$ cat config.mk
export PLATFORM = sky130hd
export DESIGN_NAME = riot_io_timer
export DESIGN_NICKNAME = d
export VERILOG_FILES = /design/src/rtl/riot_io_timer.sv
export SDC_FILE = /design/constraint.sdc
export NUM_CORES = 1
export LEC_CHECK = 0
export ABC_AREA = 1
export CAP_MARGIN = 40
export CORE_ASPECT_RATIO = 1.4
export CORE_UTILIZATION = 45
export CTS_BUF_LIST = sky130_fd_sc_hd__clkbuf_8
export CTS_CLUSTER_DIAMETER = 30
export DETAILED_ROUTE_END_ITERATION = 10
export PLACE_DENSITY = 0.73
export SETUP_SLACK_MARGIN = 0.2
export SYNTH_ARGS = -nofsm -noshare
export SYNTH_HDL_FRONTEND = slang
export SYNTH_SLANG_ARGS = --single-unit
$ cat constraint.sdc
create_clock -name clk -period 2.5 [get_ports clk]
set_input_delay 0.5 -clock clk [delete_from_list [all_inputs] [get_ports clk]]
set_output_delay 0.5 -clock clk [all_outputs]
set_load 0.01 [all_outputs]
$ cat src/rtl/riot_io_timer.sv
// riot_io_timer: RIOT-style pair of bidirectional I/O ports plus a programmable interval timer
module riot_io_timer #(
   parameter logic [9:0] IOT_BASE = 10'd0,
   parameter int         PW       = 8,
   parameter int         TW       = 8
) (
   input  logic          clk,
   input  logic          reset_n,
   input  logic          tick_en,
   input  logic          RW,
   input  logic [9:0]    A,
   input  logic          CS1,
   input  logic [7:0]    DI,
   output logic [7:0]    DO,
   output logic          OE,
   output logic [PW-1:0] PAO,
   output logic [PW-1:0] PAOE,
   input  logic [PW-1:0] PAI,
   output logic [PW-1:0] PBO,
   output logic [PW-1:0] PBOE,
   input  logic [PW-1:0] PBI,
   output logic          irq_n
);
   typedef enum logic {S_COUNT, S_EXPIRED} state_t;
   state_t        r_state, w_state_nx;
   logic [PW-1:0] r_pao, r_paoe, r_pbo, r_pboe, w_pa_rd, w_pb_rd;
   logic [TW-1:0] r_timer;
   logic [9:0]    r_presc, w_div_m1;
   logic [1:0]    r_div;
   logic [7:0]    r_do, w_rdata;
   logic          r_oe, r_flag, r_irq_en;
   logic          w_sel, w_rd, w_wr, w_tmr_wr, w_tmr_rd, w_dec, w_uf, w_unused;

   assign w_sel    = !CS1 && (A[9:6] == IOT_BASE[9:6]);
   assign w_rd     = w_sel && RW;
   assign w_wr     = w_sel && !RW;
   assign w_tmr_wr = w_wr && A[2];
   assign w_tmr_rd = w_rd && A[2] && !A[0];
   // Once expired the timer decrements on every tick regardless of the programmed divider
   assign w_div_m1 = (r_state == S_EXPIRED) ? 10'd0 :
                     (r_div == 2'd0) ? 10'd0 : (r_div == 2'd1) ? 10'd7 :
                     (r_div == 2'd2) ? 10'd63 : 10'd1023;
   assign w_dec    = tick_en && (r_presc == w_div_m1);
   assign w_uf     = w_dec && (r_timer == '0);
   assign w_pa_rd  = (r_paoe & r_pao) | (~r_paoe & PAI);
   assign w_pb_rd  = (r_pboe & r_pbo) | (~r_pboe & PBI);
   assign w_rdata  = A[2] ? (A[0] ? {r_flag, 7'b0} : r_timer[7:0]) :
                     A[1] ? (A[0] ? 8'(r_pboe) : 8'(w_pb_rd)) :
                            (A[0] ? 8'(r_paoe) : 8'(w_pa_rd));
   assign w_unused = ^A[5:4];

   assign DO    = r_do;
   assign OE    = r_oe;
   assign PAO   = r_pao;
   assign PAOE  = r_paoe;
   assign PBO   = r_pbo;
   assign PBOE  = r_pboe;
   assign irq_n = !(r_flag && r_irq_en);

   // Timer mode register
   always_ff @(posedge clk or negedge reset_n) begin
      if (!reset_n) r_state <= S_COUNT;
      else          r_state <= w_state_nx;
   end

   // Mode transitions: a timer write always restarts counting and beats a simultaneous underflow
   always_comb begin
      w_state_nx = r_state;
      w_state_nx = w_tmr_wr ? S_COUNT : w_uf ? S_EXPIRED : r_state;
   end

   // Port data and direction registers
   always_ff @(posedge clk or negedge reset_n) begin
      if (!reset_n) begin
         r_pao  <= '0;
         r_paoe <= '0;
         r_pbo  <= '0;
         r_pboe <= '0;
      end else if (w_wr && !A[2]) begin
         if (A[1:0] == 2'd0) r_pao  <= DI[PW-1:0];
         if (A[1:0] == 2'd1) r_paoe <= DI[PW-1:0];
         if (A[1:0] == 2'd2) r_pbo  <= DI[PW-1:0];
         if (A[1:0] == 2'd3) r_pboe <= DI[PW-1:0];
      end
   end

   // Registered read data with a one-cycle valid strobe per read
   always_ff @(posedge clk or negedge reset_n) begin
      if (!reset_n) begin
         r_oe <= 1'b0;
         r_do <= 8'h00;
      end else begin
         r_oe <= w_rd;
         if (w_rd) r_do <= w_rdata;
      end
   end

   // Timer, prescaler, interrupt flag and enable; an underflow flag beats a clearing read
   always_ff @(posedge clk or negedge reset_n) begin
      if (!reset_n) begin
         r_timer  <= '0;
         r_presc  <= '0;
         r_div    <= 2'd0;
         r_flag   <= 1'b0;
         r_irq_en <= 1'b0;
      end else if (w_tmr_wr) begin
         r_timer  <= TW'(DI);
         r_presc  <= '0;
         r_div    <= A[1:0];
         r_flag   <= 1'b0;
         r_irq_en <= A[3];
      end else begin
         if (tick_en) r_presc <= w_dec ? '0 : r_presc + 10'd1;
         if (w_dec) r_timer <= r_timer - TW'(1);
         if (w_tmr_rd) r_irq_en <= A[3];
         if (w_uf) r_flag <= 1'b1;
         else if (w_tmr_rd) r_flag <= 1'b0;
      end
   end
endmodule

==> metrics.md, run 1 <==
| Metric | Value |
|---|---|
| Dpl hpwl | `7018 um` |
| Vias in the first global route | `3438` |
| Final worst path period share | `76.39%` |
| Simple-gate share of the synthesized area | `31.69%` |
| Max-slew violations | `0` |
| MaxCap Viol Count | `0` |
| H-tree depth | `3` |
| Most used DFF post-synth | `dfrtp_1` |
| Final WS setup | `590.3 ps` |
| Placer Congestion | `0.8065` |
| Setup bufs post-CTS | `0` |
| Final non-filler cell area | `4697 um2` |
| GRT Total Usage | `25.21%` |
| Worst Skew | `10.03 ps` |
| Setup TNS | `0 ps` |
| Via count | `3362` |
| Pwr dens | `743.3 nW/um2` |
| Worst R2R End | `r_timer[6]` |
| Worst hold slack | `152.0 ps` |
| Most frequent cell after synthesis | `nand2_1` |
| Critical Path Fanout Max | `15` |
| Share of the synthesized area in the top cell type | `44.48%` |
| Share of layout cells above drive strength 1 | `12.96%` |
| Critical Path AT | `2190 ps` |
| RSZ-0062 raised after global routing | `no` |
| DRT antenna net count | `0` |
| Vias per cell | `5.188` |
| Layout Nets | `584` |
| Largest net degree at the start of global routing | `65` |
| Type of the worst setup path | `input pin to register` |
| Drt initial violations | `202` |
| Grt total ovfl | `0` |
| CTS-repair resized insts | `0` |
| Top cells by count, synth | `nand2_1 (152), dfrtp_1 (64), nand3_1 (44), inv_1 (33), o21ai_0 (31)` |
| Top Family by Delay on Critical Path | `simple AND/OR/NAND/NOR gates` |
| Synth Instances | `461` |
| Most frequent CP cell | `nand2_1` |
| Starting Density | `46.46%` |
| FP Rows | `38` |
| Worst EP required | `2780 ps` |
| Mux cell area share after synthesis | `0%` |
| Post-Syn Area | `3601 um2` |
| Adder-Cell Fraction of Synth Area | `0.6949%` |
| Clock latency on the worst-skew pair | `340 ps` |
| Post-Route WL | `9594 um` |
| Fin crit period | `1910 ps` |
| Inserted Diodes | `0` |
| Worst setup SP type | `input pin` |
| CTS Root Cell | `clkbuf_8` |
| Slowest stage delay, CP | `400 ps` |
| Die W | `77.60 um` |
| CTS Buf Count | `9` |
| Hold buffers post-CTS | `0` |
| Number of port buffers | `78` |
| Leading area contributor after synthesis | `dfrtp_1` |
| Fraction of registers with async set/reset | `100.0%` |
| CTS tree | `done` |
| Main combinational cell family by area after synthesis | `simple AND/OR/NAND/NOR gates` |
| Total power | `3.491 mW` |
| Status | `complete, no violations` |
| Worst reg2reg path startpoint | `r_div[1]` |
| R2r setup slk | `720 ps` |
| First-pass GRT wire length | `16190 um` |
| Remaining DRCs | `0` |
| Slew @ Worst Pin | `677.3 ps` |
| XOR/XNOR Fraction of Synth Area | `0.7297%` |
| Post-synth EDFFs | `0` |
| Worst min-delay path class | `input pin to asynchronous set/reset pin` |
| Critical path cell sequence | `clkdlybuf4s50_1 -> or2_4 -> nor2_8 -> nand3_4 -> clkinv_2 -> o21bai_2 -> nand2_1 -> nand2_1` |
| Finished Core Util | `60.61%` |
| Post-Layout Cell Count | `648` |
| Post-synthesis sequential area ratio | `44.48%` |
| Synth cell types | `30` |
| Syn nets | `502` |
| Final setup violation count | `0` |
| Critical path buffer and inverter count | `2` |
| Syn_area_per_cell | `7.811 um2` |
| Core area | `7750 um2` |
| Worst vdd ir | `0.4237 mV` |
| Synth Register Bits | `64` |
| R2R cell count | `8` |
| Area grow syn2layout | `30.44%` |
| CTS Buffer Depth | `2` |
| Headroom to the max-slew limit | `54.82%` |
| Placed insts | `632` |
| Synth top area cells | `dfrtp_1 (44%), nand2_1 (16%), nand3_1 (6.1%)` |
| CTS Sinks | `64` |
| Synth Area in Compound Gates | `15.25%` |
| Initial antenna violation count | `0` |
| Peak Freq | `523.7 MHz` |
| Total of warnings raised by yosys | `0` |
| Slowest-stage cell, CP | `clkdlybuf4s50_1` |
| Detailed-route wire length per cell | `14.81 um` |
| Final Hold Viols | `0` |
| DP Area | `4468 um2` |
| Setup crit end kind | `register` |
| Leakage | `2.251 nW` |
| Placement Setup Slack | `251.2 ps` |
| I/O pins | `81` |
| Detailed Routing Iterations Pass 1 | `4` |
| Die span in y | `107.8 um` |
| Die ar. | `8369 um2` |
| CTS clk-pin slew, worst paths | `70 ps` |
[cells by family after synthesis]
| family | Yosys count |
|---|---|
| XOR/XNOR | 3 |
| buffers and inverters | 56 |
| AND/OR/NAND/NOR | 249 |
| adder cells (fa/ha/maj) | 2 |
| flip-flops | 64 |
| AO/OA/AOI/OAI | 87 |
[worst reg2reg max path, cell delays in order (launching register included)]
cell      delay [ps]
dfrtp_1          440
nand2_1           70
nor2_1           160
nand2_1           70
nand2_1           90
nand3_1          120
o21bai_2         560
nand2_1          130
nand2_1           90
[cells in the final DEF (no fill, tap or decap), types with 2 or more instances in the layout]
master,instances
nand2_2,6
bufinv_16,2
nand4_1,4
clkdlybuf4s50_1,77
clkinv_2,2
o21ai_2,22
nand2_1,152
nand3_1,44
ha_1,2
o21ai_1,18
nor2_8,2
o21ai_0,31
inv_2,7
nand3_4,5
nor3_1,2
nor2_1,29
o211ai_1,10
dfrtp_1,64
nand3b_1,2
a21oi_1,5
clkbuf_8,10
inv_1,33
xnor2_1,2
clkinv_4,2
buf_4,6
[registers in the layout, summed over array words and instances, names as in the netlist, 2 cells and up]
signal / count
DO: 8
PAO: 8
r_timer: 8
r_presc: 10
PAOE: 8
PBO: 8
r_div: 2
PBOE: 8
[layout make-up]
type                       count  area, um2
fill                         693       3053
multi-input combinational    341       1742
sequential                    64       1602
timing repair buffer          85      840.8
inverter                      42      158.9
clock buffer                  10      137.6
tap                          100      125.1
clock inverter                 6      91.34
[where the power goes]
group | leakage [nW] | switching [mW] | internal (mW)
sequential | 0.858 | 0.206 | 1.22
combinational | 1.28 | 0.592 | 0.459
clock | 0.117 | 0.425 | 0.594
total | 2.25 | 1.22 | 2.27
[worst max path at each step]
stage / end / slack (ps) / cells past startpoint / start
CTS: r_timer[6] / 600 / 8 / A[7]
global route: DO[1] / 400 / 8 / A[0]
floorplan: PAO[6] / 870 / 8 / A[7]
detailed placement: r_presc[3] / 250 / 7 / A[7]
global placement: DO[1] / 270 / 8 / A[0]
finish: r_timer[6] / 590 / 8 / A[7]
[routing by layer]
metal	wire (um)	up-vias	track usage, %
li1	-	1677	-
met1	3817	1594	28.38
met2	5092	72	45.51
met3	448	19	5.000
met4	236	0	11.32
met5	0	-	0
No activity file was read; power rests on OpenSTA's default activity.
==> inputs of run 2 (changes only) <==
--- a/config.mk
+++ b/config.mk
@@ -12,7 +12,7 @@
 export CTS_BUF_LIST = sky130_fd_sc_hd__clkbuf_8
 export CTS_CLUSTER_DIAMETER = 30
 export DETAILED_ROUTE_END_ITERATION = 10
-export PLACE_DENSITY = 0.73
+export PLACE_DENSITY = 0.76
 export SETUP_SLACK_MARGIN = 0.2
 export SYNTH_ARGS = -nofsm -noshare
 export SYNTH_HDL_FRONTEND = slang
==> constraint.sdc (replaced) <==
create_clock -name clk -period 1.6 [get_ports clk]
set_input_delay 0.32 -clock clk [delete_from_list [all_inputs] [get_ports clk]]
set_output_delay 0.32 -clock clk [all_outputs]
set_load 0.01 [all_outputs]
==> run 2 against run 1 <==
Cell count grew 10%. Routed wire length is 28% higher. Sequential share of layout area fell by 5.0 points. Register-to-register slack worse by 600 ps. Critical endpoint is now r_timer[0].
==> metrics.md, run 2 (same netlist as run 1, synthesis figures left out) <==
| Metric | Value |
|---|---|
| Status | `complete, no violations` |
| Dpl hpwl | `7622 um` |
| Via count | `3987` |
| Most frequent cells in the layout | `nand2_1 (135), dfrtp_1 (61), buf_4 (53)` |
| CTS Sinks | `64` |
| Pwr dens | `1093 nW/um2` |
| Initial antenna violation count | `0` |
| Global route hottest layer | `met2` |
| Number of port buffers | `78` |
| Net Sw Power | `2.270 mW` |
| Largest net degree at the start of global routing | `58` |
| DRT antenna net count | `0` |
| Fin crit period | `1483 ps` |
| Worst reg2reg path startpoint | `r_state` |
| H-tree depth | `3` |
| R2r setup slk | `120 ps` |
| Vias in the first global route | `3967` |
| CTS Root Cell | `clkbuf_8` |
| Clock latency on the worst-skew pair | `360 ps` |
| Sw frac | `37.67%` |
| DP Area | `4713 um2` |
| Finished Core Util | `71.13%` |
| Top Family by Delay on Critical Path | `simple AND/OR/NAND/NOR gates` |
| Die W | `77.60 um` |
| CTS Buffer Depth | `2` |
| Final non-filler cell area | `5513 um2` |
| Worst vdd ir | `0.6504 mV` |
| CTS Buf Count | `9` |
| Grt total ovfl | `0` |
| Met2 usage | `53.86%` |
| GRT Total Usage | `29.77%` |
| Slowest stage delay, CP | `480 ps` |
| Slew @ Worst Pin | `322.8 ps` |
| Routing usage on met3 | `7.712%` |
| First-pass GRT wire length | `18800 um` |
| Detailed Routing Iterations Pass 1 | `5` |
| Final Hold Viols | `0` |
| Worst setup path start | `r_state` |
| Die span in y | `107.8 um` |
| Seq pwr share | `37.4%` |
| Max reg flops | `10` |
| FP Rows | `38` |
| Critical Path Fanout Max | `8` |
| Combinational Power Share | `38.0%` |
| Final setup violation count | `0` |
| Core area | `7750 um2` |
| Starting Density | `46.46%` |
| Worst EP required | `1900 ps` |
| Total internal power | `3.755 mW` |
| Most common cell after layout, fill and taps aside | `nand2_1` |
| CTS clk-pin slew, worst paths | `70 ps` |
| Share of layout cells above drive strength 1 | `31.60%` |
| Critical Path AT | `1780 ps` |
| Setup TNS | `0 ps` |
| Setup crit end kind | `register` |
| Grt met1 use | `30.79%` |
| Critical path buffer and inverter count | `2` |
| Area grow syn2layout | `53.09%` |
| Max-slew violations | `0` |
| Layout Nets | `651` |
| R2R cell count | `9` |
| Critical path cell sequence | `nor2_2 -> nand2_1 -> nand2_2 -> buf_6 -> nand3_4 -> o21bai_4 -> buf_8 -> nand2_2 -> nand2_1` |
| I/O pins | `81` |
| Worst R2R End | `r_timer[0]` |
| Drt initial violations | `351` |
| Detailed-route wire length per cell | `17.16 um` |
| Placer Congestion | `0.8979` |
| Type of the worst setup path | `register to register` |
| Remaining DRCs | `0` |
| Final worst path period share | `92.67%` |
| CTS tree | `done` |
| Slowest-stage cell, CP | `dfrtp_2` |
| Leakage | `2.758 nW` |
| Biggest register | `r_presc` |
| Peak Freq | `674.4 MHz` |
| MaxCap Viol Count | `0` |
| Vias per cell | `5.584` |
| RSZ-0062 raised after global routing | `yes` |
| Die ar. | `8369 um2` |
| Worst setup SP type | `register` |
| Clk pwr share | `24.6%` |
| Post-Route WL | `12250 um` |
| Worst min-delay path class | `input pin to asynchronous set/reset pin` |
| Worst Skew | `10.08 ps` |
| Headroom to the max-slew limit | `78.48%` |
| Inserted Diodes | `0` |
## run 2: how the worst max path moves through the flow
stage / slack (ps) / cells after the start / to
after floorplan: 160 / 8 / PAOE[6]
after global placement: -340 / 9 / PBOE[2]
after detailed placement: -400 / 9 / PBOE[1]
after CTS: 120 / 11 / r_timer[5]
after global routing: 50 / 10 / r_presc[8]
final: 120 / 9 / r_timer[0]
## run 2: area by class of cell
cell class | instances | area, um2
Fill cell | 573 | 2237
Multi-Input combinational cell | 346 | 2054
Sequential cell | 64 | 1605
Timing Repair Buffer | 147 | 1361
Clock buffer | 12 | 165.2
Inverter | 42 | 161.4
Tap cell | 100 | 125.1
Clock inverter | 3 | 40.04
## run 2: routing by layer
metal	routed length (um)	up-vias
met1	4317	1906
li1	-	1822
met5	0	-
met2	6576	203
met4	617	0
met3	741	56
## run 2: power by group through the flow
stage	combinational, mW	clock [mW]	sequential, mW
after floorplan	1.10	0	2.19
after global placement	1.77	0	2.21
after detailed placement	1.81	0	2.23
after CTS	1.96	1.48	2.22
after global routing	2.52	1.56	2.28
final	2.29	1.48	2.25
## run 2: timing repair
action / in CTS / in global routing
pin swaps: 18 / 15
hold buffers: 1 / 0
setup buffers: 18 / 12
gates cloned: 6 / 0
gates resized for setup: 101 / 53
endpoints found under the hold margin: 7 / 0
endpoints found under the setup margin: 99 / 52
## run 2: stage by stage
stage	power (mW)	setup WS [ps]	hold WS (ps)	std cells
6_report	6.025	117.2	354.9	714
5_1_grt	6.349	52.25	377.3	714
4_1_cts	5.652	124.4	361.5	702
3_5_place_dp	4.041	-400.4	188.7	662
3_3_place_gp	3.983	-339.3	190.2	662
2_1_floorplan	3.287	156.3	24.41	461
